## config.mk

```make
export PLATFORM = sky130hd
export DESIGN_NAME = spi_word_slave
export DESIGN_NICKNAME = d
export VERILOG_FILES = /design/src/rtl/spi_word_slave.sv
export SDC_FILE = /design/constraint.sdc
export NUM_CORES = 1
export LEC_CHECK = 0
export ABC_CLOCK_PERIOD_IN_PS = 6300
export CORE_UTILIZATION = 55
export CTS_CLUSTER_SIZE = 14
export DETAILED_ROUTE_END_ITERATION = 16
export HOLD_SLACK_MARGIN = 0.03
export PLACE_DENSITY = 0.8
export SLEW_MARGIN = 20
export SYNTH_ARGS = -nofsm -noshare
export SYNTH_HDL_FRONTEND = slang
export SYNTH_SLANG_ARGS = --single-unit
```

## constraint.sdc

```tcl
create_clock -name clk -period 6.3 [get_ports clk]
set_clock_uncertainty 0.15 [all_clocks]
set_input_delay 0.945 -clock clk [delete_from_list [all_inputs] [get_ports clk]]
set_output_delay 0.945 -clock clk [all_outputs]
set_load 0.005 [all_outputs]
```

## src/rtl/spi_word_slave.sv

```systemverilog
// SPI mode-0 word slave: deserialises master writes into rx_data, serialises a held word on reads.
// Define SPI_SLAVE_OVERRUN_EN to build the sticky receive-overrun flag; otherwise overrun reads 0.
`timescale 1ns/1ps
module spi_word_slave #(
    parameter int BUS_WIDTH    = 32,
    parameter int WORD_SIZE_BY = 4
) (
    input  logic                 clk,
    input  logic                 reset,
    input  logic                 sck,
    input  logic                 cs,
    input  logic                 mosi,
    output logic                 miso,
    input  logic                 rw,
    output logic                 intr,
    output logic [BUS_WIDTH-1:0] rx_data,
    output logic                 rx_valid,
    input  logic                 rx_ready,
    input  logic [BUS_WIDTH-1:0] tx_data,
    input  logic                 tx_valid,
    output logic                 tx_ready,
    output logic                 busy,
    output logic                 overrun
);
    localparam int BYTE_W = (WORD_SIZE_BY > 1) ? $clog2(WORD_SIZE_BY) : 1;
    localparam logic [BYTE_W-1:0] LAST_BYTE = BYTE_W'(WORD_SIZE_BY - 1);

    typedef enum logic [1:0] {
        IDLE,
        RX_FRAME,
        TX_FRAME
    } state_t;

    state_t               state;
    logic [2:0]           sck_sync;
    logic [2:0]           cs_sync;
    logic [1:0]           mosi_sync;
    logic [2:0]           bit_cnt;
    logic [BYTE_W-1:0]    byte_cnt;
    logic [2:0]           bit_next;
    logic [BYTE_W-1:0]    byte_next;
    logic [BUS_WIDTH-2:0] rx_shift;
    logic [BUS_WIDTH-1:0] tx_shift;
    logic [BUS_WIDTH-1:0] hold_data;
    logic                 hold_full;
    logic                 mosi_bit;
    logic                 sck_rise;
    logic                 sck_fall;
    logic                 cs_rise;
    logic                 cs_fall;
    logic                 word_end;
    logic                 rx_word_done;
    logic                 tx_word_end;
    logic                 tx_enter;
    logic                 reload;
    logic                 tx_capture;
    logic [BUS_WIDTH-1:0] reload_word;

    // Index 1 is the synchronised level; index 2 is one clk older, used for edge detection.
    always_ff @(posedge clk or posedge reset) begin
        if (reset) begin
            sck_sync  <= 3'b000;
            cs_sync   <= 3'b111;
            mosi_sync <= 2'b00;
        end else begin
            sck_sync  <= {sck_sync[1:0], sck};
            cs_sync   <= {cs_sync[1:0], cs};
            mosi_sync <= {mosi_sync[0], mosi};
        end
    end

    assign mosi_bit = mosi_sync[1];
    assign sck_rise = sck_sync[1] & ~sck_sync[2];
    assign sck_fall = ~sck_sync[1] & sck_sync[2];
    assign cs_rise  = cs_sync[1] & ~cs_sync[2];
    assign cs_fall  = ~cs_sync[1] & cs_sync[2];
    assign busy     = ~cs_sync[1];

    assign bit_next  = bit_cnt + 3'd1;
    assign byte_next = (bit_cnt != 3'd7) ? byte_cnt :
                       (byte_cnt == LAST_BYTE) ? '0 : byte_cnt + BYTE_W'(1);
    assign word_end  = (bit_cnt == 3'd7) && (byte_cnt == LAST_BYTE);

    assign rx_word_done = (state == RX_FRAME) && !cs_rise && sck_rise && word_end;
    assign tx_word_end  = (state == TX_FRAME) && !cs_rise && sck_fall && word_end;
    assign tx_enter     = (state == IDLE) && cs_fall && rw;
    assign reload       = tx_enter || tx_word_end;
    assign tx_capture   = tx_valid && !hold_full;
    assign reload_word  = hold_full ? hold_data : '0;

    assign tx_ready = ~hold_full;
    assign intr     = hold_full;

    // A capture can only happen into an empty holding register, so a reload in the
    // same cycle has already taken the old (empty) content and zero is shifted out.
    always_ff @(posedge clk or posedge reset) begin
        if (reset) begin
            hold_full <= 1'b0;
            hold_data <= '0;
        end else if (tx_capture) begin
            hold_full <= 1'b1;
            hold_data <= tx_data;
        end else if (reload) begin
            hold_full <= 1'b0;
        end
    end

    always_ff @(posedge clk or posedge reset) begin
        if (reset) begin
            state    <= IDLE;
            bit_cnt  <= 3'd0;
            byte_cnt <= '0;
            rx_shift <= '0;
            tx_shift <= '0;
            miso     <= 1'b0;
            rx_data  <= '0;
            rx_valid <= 1'b0;
        end else begin
            if (rx_valid && rx_ready) begin
                rx_valid <= 1'b0;
            end
            if (cs_rise) begin
                state    <= IDLE;
                bit_cnt  <= 3'd0;
                byte_cnt <= '0;
                miso     <= 1'b0;
            end else begin
                case (state)
                    IDLE: begin
                        if (cs_fall) begin
                            bit_cnt  <= 3'd0;
                            byte_cnt <= '0;
                            if (rw) begin
                                state    <= TX_FRAME;
                                tx_shift <= reload_word;
                                miso     <= reload_word[BUS_WIDTH-1];
                            end else begin
                                state <= RX_FRAME;
                            end
                        end
                    end
                    RX_FRAME: begin
                        if (sck_rise) begin
                            rx_shift <= {rx_shift[BUS_WIDTH-3:0], mosi_bit};
                            bit_cnt  <= bit_next;
                            byte_cnt <= byte_next;
                            // A word finishing while the previous one is still held is dropped.
                            if (rx_word_done && !rx_valid) begin
                                rx_data  <= {rx_shift, mosi_bit};
                                rx_valid <= 1'b1;
                            end
                        end
                    end
                    TX_FRAME: begin
                        if (sck_fall) begin
                            bit_cnt  <= bit_next;
                            byte_cnt <= byte_next;
                            if (word_end) begin
                                tx_shift <= reload_word;
                                miso     <= reload_word[BUS_WIDTH-1];
                            end else begin
                                tx_shift <= tx_shift << 1;
                                miso     <= tx_shift[BUS_WIDTH-2];
                            end
                        end
                    end
                    default: state <= IDLE;
                endcase
            end
        end
    end

`ifdef SPI_SLAVE_OVERRUN_EN
    logic overrun_q;

    always_ff @(posedge clk or posedge reset) begin
        if (reset) begin
            overrun_q <= 1'b0;
        end else if (rx_word_done && rx_valid) begin
            overrun_q <= 1'b1;
        end
    end

    assign overrun = overrun_q;
`else
    assign overrun = 1'b0;
`endif

endmodule

```

==> flow_summary.yaml <==
synthesis:
  synth_fp_nets: 507
  ys_types: 36
  synth_area_leaders: "dfrtp_1, mux2_2, a31oi_1, nand3_1, nand2_1"
  synth_top_area_share_pct: 60.0
  synth_warnings: 0
  ys_async_sr_fraction_pct: 100
  synth_cells: 459
  dominantRegCellSynth: "dfrtp_1"
  synth-edff-count: 0
  synth.most_common_cell: "dfrtp_1"
  ys_ff_latch: 144
  yosysTopAreaCell: "dfrtp_1"
  synthTopCellsByCount: "dfrtp_1, mux2_2, nand2_1"
  syn-cell-area_um2: 5880
  synth_seq_area_share_pct: 61.4
  synth.avg_cell_area_um2: 12.8
setup_path:
  cp-end-kind: "flip-flop"
  worst-path-max-fanout: 32
  r2r_setup_slack_ps: 3350
  r2r-start: "cs_sync[2]$_DFF_PP1_"
  start_kind: "flip-flop"
  rr_endpoint: "rx_data[23]$_DFFE_PP0P_"
  worstPathArrival_ps: 3190
  cp.required_ps: 6540
  crit_start: "cs_sync[2]$_DFF_PP1_"
  rr_worst_depth: 7
  crit_type: "reg -> reg"
cells_and_area:
  drive_above_1_share_pct: 26.7
  fin_nets: 579
  stdcell_count: 680
  antenna_cells: 0
  syn_to_final_growth_pct: 24.2
placed_design:
  placed_cells: 648
  port-buffer-count: 76
  globalplace.congestion: 0.801
  dp_worst_setup_slack_ps: 3330
  dp_hpwl_mm: 6.69
clock_network:
  ctsRootBufferMaster: "clkbuf_8"
  numCtsBuffers: 17
  ctsResizeCount: 0
  clk_latency_ps: 510
  clock_path_buffers: 2
  htree_num_levels: 4
  ctsHoldBuffers: 0
  tritoncts: "yes"
  cts.sinks: 144
  path_clk_slew_ps: 60
  post_cts_buffers: 0
sta:
  final.setup.worst_slack_ps: 3350
  min_period_ps: 2950
  slew_headroom_pct: 28.8
  rsz0062_at_grt: "no"
  fin_tns_setup_ps: 0
  setup_violations: 0
  fin_hold_ws_ps: 200
  fmax_mhz: 339
  finalHoldViolations: 0
  min_period_over_period_pct: 46.8
  drv_slew: 0
  tightest_slew_ps: 1070
floorplan:
  die_h_um: 105
  initial_utilization_pct: 56.9
  dieWidth_um: 105
  pin_count: 78
  core_um2: 10300
  rows: 37
  floorplan.die_area_um2: 11100
global_routing:
  grt_use_total_pct: 21.1
  gr-usage-met3_pct: 5.19
  grt_util_met2_pct: 34.6
  grtUsageMet1_pct: 27.9
  grt.overflow.total: 0
  first_global_vias: 3776
  grt_pass1_wl_mm: 18.2
  antenna_found_initial: 0
  grt-busiest-layer: "met2"
  grt_start_max_net_pins: 87
routing:
  routed_via_density: 5.43
  vias: 3693
  drtPass1Iterations: 5
  drt-wirelength-per-cell_um: 15.7
  drc: 0
  ant_nets: 0
  routed_wl_mm: 10.7
  first_iter_violations: 209
power_and_ir_drop:
  p_int_mw: 2.05
  swShare_pct: 31.6
  powerDensity_nw_per_um2: 410
  p_leak_nw: 3.28
  p_seq_share_pct: 43.4
  p_sw_mw: 0.947
  p_comb_share_pct: 25.2
  finalPower_mw: 3.00
  vdd_drop_max_v: 0.000240
  p_clk_share_pct: 31.4
worst_hold_path:
  hp-start: "sck_sync[0]$_DFF_PP0_"
  whs_path_depth: 0
  whs_endpoint: "sck_sync[1]$_DFF_PP0_"
  holdCritPathClass: "reg -> reg"
outcome:
  status: "finished clean"
job:
  cap_viol_max_count: 0
## registers in the layout (all words and copies together), names as in the netlist, 3 cells and up
register	cells
sck_sync	3
hold_data	32
rx_data	32
bit_cnt	3
cs_sync	3
tx_shift	31
rx_shift	31
## area by class of cell
cell class | instances | area [um2]
flip-flops and latches | 144 | 3610
fillers | 687 | 3020
multi-input cells | 273 | 2100
repair buffers | 82 | 806
clock buffers | 17 | 414
well taps | 136 | 170
clock inverters | 15 | 153
inverters | 13 | 53.8
## cell usage in the layout, fill, tap and decap left out, types with 2 or more instances in the layout
cell,instances
nand3_1,32
buf_4,6
nor3b_4,2
ha_1,8
a31o_2,2
mux2_2,96
a22o_1,2
inv_1,12
nor2b_1,2
clkinv_4,5
inv_8,3
dfrtp_1,141
o21ai_0,5
inv_6,3
a21oi_1,2
nor2_1,35
clkbuf_16,16
dfstp_2,3
mux2i_1,3
clkdlybuf4s50_1,76
a31oi_1,30
clkinvlp_4,3
nand2_1,36
nand2b_1,2
## metal layers
metal  up-vias  share of wire (%)
met4         0                1.1
met5         -                  0
met3        14                4.7
met1      1824                 44
li1       1750                  -
met2       105                 50
## power by group through the flow
stage / registers (mW) / logic, mW / clock network, mW
3_5_place_dp: 1.32 / 0.744 / 0
6_report: 1.30 / 0.755 / 0.940
5_1_grt: 1.33 / 0.846 / 1.01
3_3_place_gp: 1.30 / 0.711 / 0
4_1_cts: 1.30 / 0.761 / 0.957
2_1_floorplan: 1.27 / 0.590 / 0
## logic make-up (layout without fill, tap and decap cells)
group                      count (synthesis)  after routing  synth area share (%)
buffers and inverters                     42            127                  3.32
adders and majority gates                  8              8                  1.70
DFF                                      144            144                  61.4
AOI/OAI and AO/OA                         49             49                  5.64
muxes                                     99             99                  18.9
other                                      1              1                0.0638
and+or+nand+nor                          116            116                  9.00
## through the flow
step           utilization, %  area (um2)
2_1_floorplan               -        5880
3_3_place_gp             65.2        6730
3_5_place_dp             65.2        6730
4_1_cts                  70.7        7300
5_1_grt                  70.7        7300
6_report                 70.7        7300
## worst max-delay path by stage
stage / to
final: rx_data[23]$_DFFE_PP0P_
after detailed placement: rx_data[25]$_DFFE_PP0P_
after global placement: mosi_sync[1]$_DFF_PP0_
after CTS: rx_data[23]$_DFFE_PP0P_
after floorplan: bit_cnt[0]$_DFFE_PP0P_
after global routing: rx_data[23]$_DFFE_PP0P_
## critical path, stage by stage, from the launching register on
cell and delay [ps]:
dfstp_2 530, inv_1 40, ha_1 290, nor3b_4 210
buf_4 380, nor3b_4 430, buf_4 400, mux2_2 380
Power figures use the tool's default switching activity.
